--- config.mk ---
export PLATFORM = sky130hd
export DESIGN_NAME = product_bcd_scroller
export DESIGN_NICKNAME = d
export VERILOG_FILES = /design/src/rtl/product_bcd_scroller.sv
export SDC_FILE = /design/constraint.sdc
export NUM_CORES = 1
export LEC_CHECK = 0
export ABC_CLOCK_PERIOD_IN_PS = 5600
export CORE_MARGIN = 2
export CORE_UTILIZATION = 62
export DETAILED_ROUTE_END_ITERATION = 6
export GPL_ROUTABILITY_DRIVEN = 0
export MAX_ROUTING_LAYER = met4
export PLACE_DENSITY = 0.86
export SETUP_SLACK_MARGIN = 0.2
export SYNTH_ARGS = -nofsm -noshare
export SYNTH_HDL_FRONTEND = slang
export SYNTH_SLANG_ARGS = --single-unit
--- constraint.sdc ---
create_clock -name clk_i -period 5.6 [get_ports clk_i]
set_clock_uncertainty 0.1 [all_clocks]
set_input_delay 1.12 -clock clk_i [delete_from_list [all_inputs] [get_ports clk_i]]
set_output_delay 1.12 -clock clk_i [all_outputs]
set_load 0.02 [all_outputs]
--- src/rtl/product_bcd_scroller.sv ---
// Converts the multiplier's signed product to five BCD digits, one double-dabble step per clock.
// A saturating pointer selects which three digits, plus the sign, reach the 7-segment driver.
module product_bcd_scroller #(
   parameter int W_IN = 16,
   parameter int WIN  = 3
) (
   input  logic              clk_i,
   input  logic              rst_ni,
   input  logic              clr_i,
   input  logic              start_i,
   input  logic [W_IN-1:0]   product_i,
   input  logic              scroll_left_i,
   input  logic              scroll_right_i,
   output logic              busy_o,
   output logic              valid_o,
   output logic              sign_o,
   output logic [4*WIN-1:0]  window_o,
   output logic [WIN-1:0]    blank_o,
   output logic [1:0]        pos_o
);

   localparam int ND = 5;
   localparam int BW = 4 * ND;
   localparam logic [3:0] LAST_CNT = 4'(W_IN - 1);
   localparam logic [1:0] POS_MAX  = 2'd2;

   typedef enum logic [1:0] {
      S_IDLE = 2'd0,
      S_CONV = 2'd1,
      S_DONE = 2'd2
   } state_e;

   state_e          state_q, state_d;
   logic [W_IN-1:0] mag_q, mag_d;
   logic [BW-1:0]   bcd_q, bcd_d;
   logic [BW-1:0]   dig_q, dig_d;
   logic [3:0]      cnt_q, cnt_d;
   logic            sign_nx_q, sign_nx_d;
   logic            sign_q, sign_d;
   logic            busy_q, busy_d;
   logic            valid_q, valid_d;
   logic [1:0]      pos_q, pos_d;

   logic [W_IN-1:0] abs_s;
   logic [BW-1:0]   adj_s;
   logic [BW-1:0]   bcd_shift_s;
   logic [ND:0]     lz_s;

   // Double-dabble correction: every nibble of 5 or more gets 3 added before the shift.
   function automatic logic [BW-1:0] dabble_adjust(input logic [BW-1:0] b);
      logic [BW-1:0] r;
      r = b;
      for (int i = 0; i < ND; i++) begin
         if (b[4*i +: 4] >= 4'd5) begin
            r[4*i +: 4] = b[4*i +: 4] + 4'd3;
         end else begin
            r[4*i +: 4] = b[4*i +: 4];
         end
      end
      return r;
   endfunction

   // Magnitude and the next accumulator value for one conversion step.
   always_comb begin
      abs_s       = product_i[W_IN-1] ? (~product_i + {{(W_IN-1){1'b0}}, 1'b1}) : product_i;
      adj_s       = dabble_adjust(bcd_q);
      bcd_shift_s = {adj_s[BW-2:0], mag_q[W_IN-1]};
   end

   // Next-state and datapath control.
   always_comb begin
      state_d   = state_q;
      mag_d     = mag_q;
      bcd_d     = bcd_q;
      dig_d     = dig_q;
      cnt_d     = cnt_q;
      sign_nx_d = sign_nx_q;
      sign_d    = sign_q;
      busy_d    = busy_q;
      valid_d   = valid_q;
      pos_d     = pos_q;
      if (clr_i) begin
         state_d   = S_IDLE;
         mag_d     = '0;
         bcd_d     = '0;
         dig_d     = '0;
         cnt_d     = 4'd0;
         sign_nx_d = 1'b0;
         sign_d    = 1'b0;
         busy_d    = 1'b0;
         valid_d   = 1'b0;
         pos_d     = 2'd0;
      end else begin
         case (state_q)
            S_IDLE, S_DONE: begin
               if (start_i) begin
                  state_d   = S_CONV;
                  mag_d     = abs_s;
                  bcd_d     = '0;
                  cnt_d     = 4'd0;
                  sign_nx_d = product_i[W_IN-1];
                  busy_d    = 1'b1;
                  valid_d   = 1'b0;
                  pos_d     = 2'd0;
               end else if (valid_q && scroll_left_i && !scroll_right_i) begin
                  pos_d = (pos_q == POS_MAX) ? POS_MAX : pos_q + 2'd1;
               end else if (valid_q && scroll_right_i && !scroll_left_i) begin
                  pos_d = (pos_q == 2'd0) ? 2'd0 : pos_q - 2'd1;
               end else begin
                  pos_d = pos_q;
               end
            end
            S_CONV: begin
               bcd_d = bcd_shift_s;
               mag_d = {mag_q[W_IN-2:0], 1'b0};
               cnt_d = cnt_q + 4'd1;
               if (cnt_q == LAST_CNT) begin
                  state_d = S_DONE;
                  dig_d   = bcd_shift_s;
                  sign_d  = sign_nx_q;
                  busy_d  = 1'b0;
                  valid_d = 1'b1;
               end else begin
                  state_d = S_CONV;
               end
            end
            default: begin
               state_d = S_IDLE;
               busy_d  = 1'b0;
               valid_d = 1'b0;
            end
         endcase
      end
   end

   // State and datapath registers.
   always_ff @(posedge clk_i or negedge rst_ni) begin
      if (!rst_ni) begin
         state_q   <= S_IDLE;
         mag_q     <= '0;
         bcd_q     <= '0;
         dig_q     <= '0;
         cnt_q     <= 4'd0;
         sign_nx_q <= 1'b0;
         sign_q    <= 1'b0;
         busy_q    <= 1'b0;
         valid_q   <= 1'b0;
         pos_q     <= 2'd0;
      end else begin
         state_q   <= state_d;
         mag_q     <= mag_d;
         bcd_q     <= bcd_d;
         dig_q     <= dig_d;
         cnt_q     <= cnt_d;
         sign_nx_q <= sign_nx_d;
         sign_q    <= sign_d;
         busy_q    <= busy_d;
         valid_q   <= valid_d;
         pos_q     <= pos_d;
      end
   end

   // lz_s[k] marks digit k and everything above it as zero; the units digit always shows.
   always_comb begin
      lz_s[ND] = 1'b1;
      for (int k = ND - 1; k >= 1; k--) begin
         lz_s[k] = lz_s[k+1] & (dig_q[4*k +: 4] == 4'd0);
      end
      lz_s[0] = 1'b0;
   end

   // Window and blank selection from the scroll position.
   always_comb begin
      case (pos_q)
         2'd0: begin
            window_o = dig_q[11:0];
            blank_o  = lz_s[2:0];
         end
         2'd1: begin
            window_o = dig_q[15:4];
            blank_o  = lz_s[3:1];
         end
         2'd2: begin
            window_o = dig_q[19:8];
            blank_o  = lz_s[4:2];
         end
         default: begin
            window_o = dig_q[11:0];
            blank_o  = lz_s[2:0];
         end
      endcase
   end

   assign busy_o  = busy_q;
   assign valid_o = valid_q;
   assign sign_o  = sign_q;
   assign pos_o   = pos_q;

endmodule

# Word level (Yosys, flattened, before mapping)
# Index checks and enable logic that the tools add are counted.
[word_totals]
ff_bits = 68
input_bits = 22
output_inout_bits = 20
word_cells = 104
[classes]
add_sub_neg = 9
order_cmp = 5
eq_ne = 7
mux = 45
bitwise_logic = 4
n_reduce_logical = 24
[op_table]
columns = ["cell", "count"]
rows = [
  ["20-bit two-way mux", 5],
  ["16-bit two-way mux", 3],
  ["20-bit one-hot mux with 2 select lines", 1],
  ["16-bit one-hot mux with 2 select lines", 1],
  ["4-bit two-way mux", 6],
  ["12-bit one-hot mux with 2 select lines", 1],
  ["4-bit by 3-bit >= comparator with 1-bit output, second input constant", 5],
  ["2-bit two-way mux", 10],
  ["16-bit by 1-bit adder with 16-bit output, second input constant", 1],
  ["4-bit by 2-bit adder with 4-bit output, second input constant", 4],
  ["4-bit logical NOT", 4],
  ["16-bit NOT", 1],
  ["1-bit two-way mux", 12],
  ["2-bit AND reduction", 5],
  ["4-bit one-hot mux with 2 select lines", 1],
  ["2-bit nonzero test", 4],
  ["3-bit inequality test, second input constant", 2],
  ["3-bit one-hot mux with 2 select lines", 1],
  ["4-bit by 1-bit adder with 4-bit output, second input constant", 1],
  ["2-bit by 1-bit equality test with 1-bit output, second input constant", 2],
  ["2-bit equality test, second input constant", 2],
  ["4-bit equality test, second input constant", 1],
  ["1-bit logical AND", 4],
  ["2-bit logical NOT", 2],
  ["other kinds (11)", 15],
]

# Longest topological paths before layout
[logic_depth]
depth_word = 7
mapped_depth = 7

# Least setup slack after synthesis
# OpenSTA, ideal clock, no wires.
[synth_path]
path_kind = "reg2out"
from = "register pos_q[0], in the netlist pos_o[0]"
to = "output blank_o[0]"
arrival_time_ps = 1810
t_required_ps = 4380
path_slack_ps = 2570
stages_incl_launch_ff = 7
cell_sequence = "dfrtp_1 -> inv_1 -> ha_1 -> clkbuf_1 -> clkbuf_1 -> a21oi_1 -> nor3b_1"
[synth_via]
elab_chain_cells = 2
[synth_lines]
columns = ["item", "line_no", "text"]
rows = [
  ["from (decl)", "42", "logic [1:0] pos_q, pos_d;"],
  ["from (signal assigned)", "159", "pos_q <= pos_d;"],
  ["2-bit equality test / 2-bit by 1-bit equality test with 1-bit output (equally long branches)", "174", "case (pos_q)"],
  ["3-bit one-hot mux with 2 select lines *", "174", ""],
  ["to (decl)", "18", "output logic [WIN-1:0] blank_o,"],
]
# Every way passes the cells marked *; elsewhere a longest branch is shown, timed or not.

# Final worst setup path
[layout_path]
from = "register dig_q[14]"
to = "output blank_o[0]"
[layout_via]
elab_chain_cells = 5
[layout_lines]
columns = ["item", "line_no", "text"]
rows = [
  ["from (decl)", "36", "logic [BW-1:0] dig_q, dig_d;"],
  ["from (signal assigned)", "153", "dig_q <= dig_d;"],
  ["4-bit logical NOT *", "167", "lz_s[k] = lz_s[k+1] & (dig_q[4*k +: 4] == 4'd0);"],
  ["1-bit AND * (2 in series)", "167", ""],
  ["1-bit AND", "167", ""],
  ["3-bit one-hot mux with 2 select lines *", "174", ""],
]
# Marked as above.

==> results.md <==
- Status: complete, but fails checks
- Failing checks: DRC
- Slowest CP cell: nor4_1
- CP required: about 4.4 ns
- Die X: 85.3 um
- FMAX: approximately 260 MHz
- H-tree depth: 3
- Relative slew margins: 33.8%
- CP Data Arrival Time: 2.65 ns
- RSZ-0062 raised after global routing: no
- Routed Antenna Nets: 0
- Final core occ: 74.3%
- Hold Crit Class: reg -> reg
- CTS tree: done
- Tot GR Track Use: 30.7%
- Postcts setup bufs: 0
- Buffers on Ports: 41
- Initial Util: 64.2%
- Max Cap Viol: 0
- Hold-fix buffers at CTS: 0
- Synthesis Warnings: 0
- Crit-path max FO: 5
- Ant. Diodes: 0
- Yosys top cell area share: 41.5%
- Post-Syn Area: about 4100 um^2
- Fin. max-slew vios: 0
- Worst setup endpoint: blank_o[0]
- # IOs: 42
- Proportion of layout cells with a drive suffix above 1: 7.17%
- Initial antenna violation count: 0
- Final global-route overflow total: 0
- Dpl hpwl: 7.06 mm
- Worst R2R End: mag_q[12]$_DFFE_PN0P_
- Worst R2R Setup Slack: 3.32 ns
- Total wire length: 10.2 mm
- Clock transition at the registers of the reported paths: around 0.080 ns
- Power per cell area: 234 nW/um^2
- Synth cell count leaders: dfrtp_1 (68), nand2_1 (47), a21oi_1 (34)
- Most frequent cell after synthesis: dfrtp_1
- Vias in the first global route: 3390
- Nets: about 520
- Drc violations: 5
- CTS Buffer Depth: 2
- PostCTS Resize Cnt: 0
- Levels on crit path: 4
- Die Height: 85.3 um
- Cell taking the most area after synthesis: dfrtp_1
- CP peak stage delay: 0.81 ns
- Worst flop-to-flop path startpoint: state_q[0]$_DFFE_PN0P_
- Number of enable flip-flop cells after synthesis: 0
- Post-synthesis average cell area: between 9 and 10 um^2
- Critical Path End Type: output pin
- Final hold violation count: 0
- Die area: roughly 7300 um^2
- #FFs+latches synth: 68
- WS Path Type: reg -> out
- Vias: 3699
- Rows: 29
- Async S/R FF share, synth: 100%
- Clock sinks: 68
- Num CTS Buffers: 9
- Post-Syn Instances: roughly 450
- CTS root buf: clkbuf_8
- Core area: 6390 um^2
- Register area share after synthesis: 41.5%
- Netlist cell types: 54
- Period utilization: 69.1%
- Clock latency on the worst-skew pair: 0.35 ns
- Global-route wire length before repair: between 15 and 20 mm
- Worst r2r path cells: 5
- Worst path buffer plus inverter count: 1
- CP Cell Sequence: nor4_1 -> nand3_1 -> nor3b_1 -> clkdlybuf4s50_1
- Setup tns final: 0 ns
- Initial drt markers: 406
- Fill count: 454
- Avg Vias per Cell: 6.55
- Crit path max-delay family: simple AND/OR/NAND/NOR gates
- Synth area leaders: dfrtp_1 (41%), ha_1 (4.9%), nand2_1 (4.3%)
- Final min period: 3.87 ns
- Largest net degree at the start of global routing: 69
- Startpoint types: flop
- Crit. Startpoint: dig_q[14]$_DFFE_PN0P_
- Max IR drop VDD: 160 uV
- First-pass DRT Iterations: 7
- Main flop type after synthesis: dfrtp_1
- Final setup fails: 0
- Syn_nets: 492
- Worst Max-Slew Pin Slew: 0.990 ns
- Layout area overhead: 15.7%
- LEAKAGE: 2.03 nW
- Avg WL per Cell: 18.1 um
-- state kept, by name, summed over array words and instances (netlist names) --
| register | count |
|---|---|
| state_q | 2 |
| mag_q | 16 |
| cnt_q | 4 |
| sign_nx_q | 1 |
| pos_o | 2 |
| sign_o | 1 |
| bcd_q | 20 |
| valid_o | 1 |
| dig_q | 20 |
| busy_o | 1 |
-- report_power, final --
part | switching, W | total [W] | internal (W)
clock | 0.000195 | 0.000490 | 0.000295
sequential | 0.00000953 | 0.000513 | 0.000503
combinational | 0.0000683 | 0.000108 | 0.0000396
-- worst min-delay path, stage by stage (launching register included) --
cell     delay, ns
dfrtp_1       0.35
nand2_1       0.05
o21ai_0       0.06
-- cell type report --
type                            instances  area, um^2  share of cell area [%]
Clock buffer                            9         124                    2.61
Inverter                               19        71.3                    1.50
Multi-Input combinational cell        339        2200                    46.3
Tap cell                               77        96.3                    2.03
Timing Repair Buffer                   46         443                    9.33
Sequential cell                        68        1700                    35.9
Clock inverter                          7         114                    2.40
-- metal layers --
metal | routed length, um | global-route usage, % | vias to the layer above
met5 | 0 | - | -
met1 | 4420 | 42.9 | 1780
met3 | 698 | 3.89 | 20
li1 | - | - | 1719
met2 | 4920 | 46.6 | 180
met4 | 176 | 10.7 | 0
-- logic make-up after synthesis --
group | after synthesis | share of synthesized area [%]
adders and majority gates | 16 | 4.88
DFF | 68 | 41.5
muxes | 13 | 3.29
AOI/OAI and AO/OA | 136 | 21.6
xor gates and xnor gates | 16 | 3.42
and+or+nand+nor | 158 | 20.4
buffers and inverters | 47 | 5.00
-- metrics by stage --
stage	hold slack [ns]	setup slack, ns	std cells	cell area [um^2]	power, W
after global routing	0.421	1.57	565	4750	0.00114
after global placement	0.364	2.11	549	4510	0.000625
after detailed placement	0.375	2.07	549	4510	0.000628
after floorplan	0.350	2.57	454	4100	0.000582
final	0.391	1.73	565	4750	0.00111
after CTS	0.391	1.75	565	4750	0.00111
-- how the worst min path moves through the flow --
stage | startpoint | to | slack, ns | cells past startpoint
6_report | bcd_q[17]$_DFFE_PN0P_ | bcd_q[17]$_DFFE_PN0P_ | 0.39 | 2
5_1_grt | bcd_q[17]$_DFFE_PN0P_ | bcd_q[17]$_DFFE_PN0P_ | 0.42 | 2
4_1_cts | bcd_q[17]$_DFFE_PN0P_ | bcd_q[17]$_DFFE_PN0P_ | 0.39 | 2
3_5_place_dp | bcd_q[17]$_DFFE_PN0P_ | bcd_q[17]$_DFFE_PN0P_ | 0.37 | 2
3_3_place_gp | bcd_q[17]$_DFFE_PN0P_ | bcd_q[17]$_DFFE_PN0P_ | 0.36 | 2
2_1_floorplan | bcd_q[17]$_DFFE_PN0P_ | bcd_q[17]$_DFFE_PN0P_ | 0.35 | 2
-- cell usage in the layout, fill, tap and decap left out, drive strengths merged, types with 3 or more instances in the layout --
cell type / n
dfrtp: 68
nand2: 47
clkdlybuf4s50: 40
o21ai: 35
a21oi: 34
nor2: 33
inv: 20
ha: 16
nor3: 15
a22oi: 13
nand2b: 10
xor2: 10
nand3: 9
mux2i: 9
clkbuf: 9
o22ai: 8
a22o: 8
and3: 8
nand4: 7
nor2b: 7
a21o: 7
xnor2: 6
nor4: 6
buf: 6
a31oi: 5
a311oi: 5
mux2: 4
a222oi: 4
o211ai: 4
o41ai: 4
bufinv: 3
clkinv: 3
or4: 3
No activity file was read; power rests on OpenSTA's default activity.
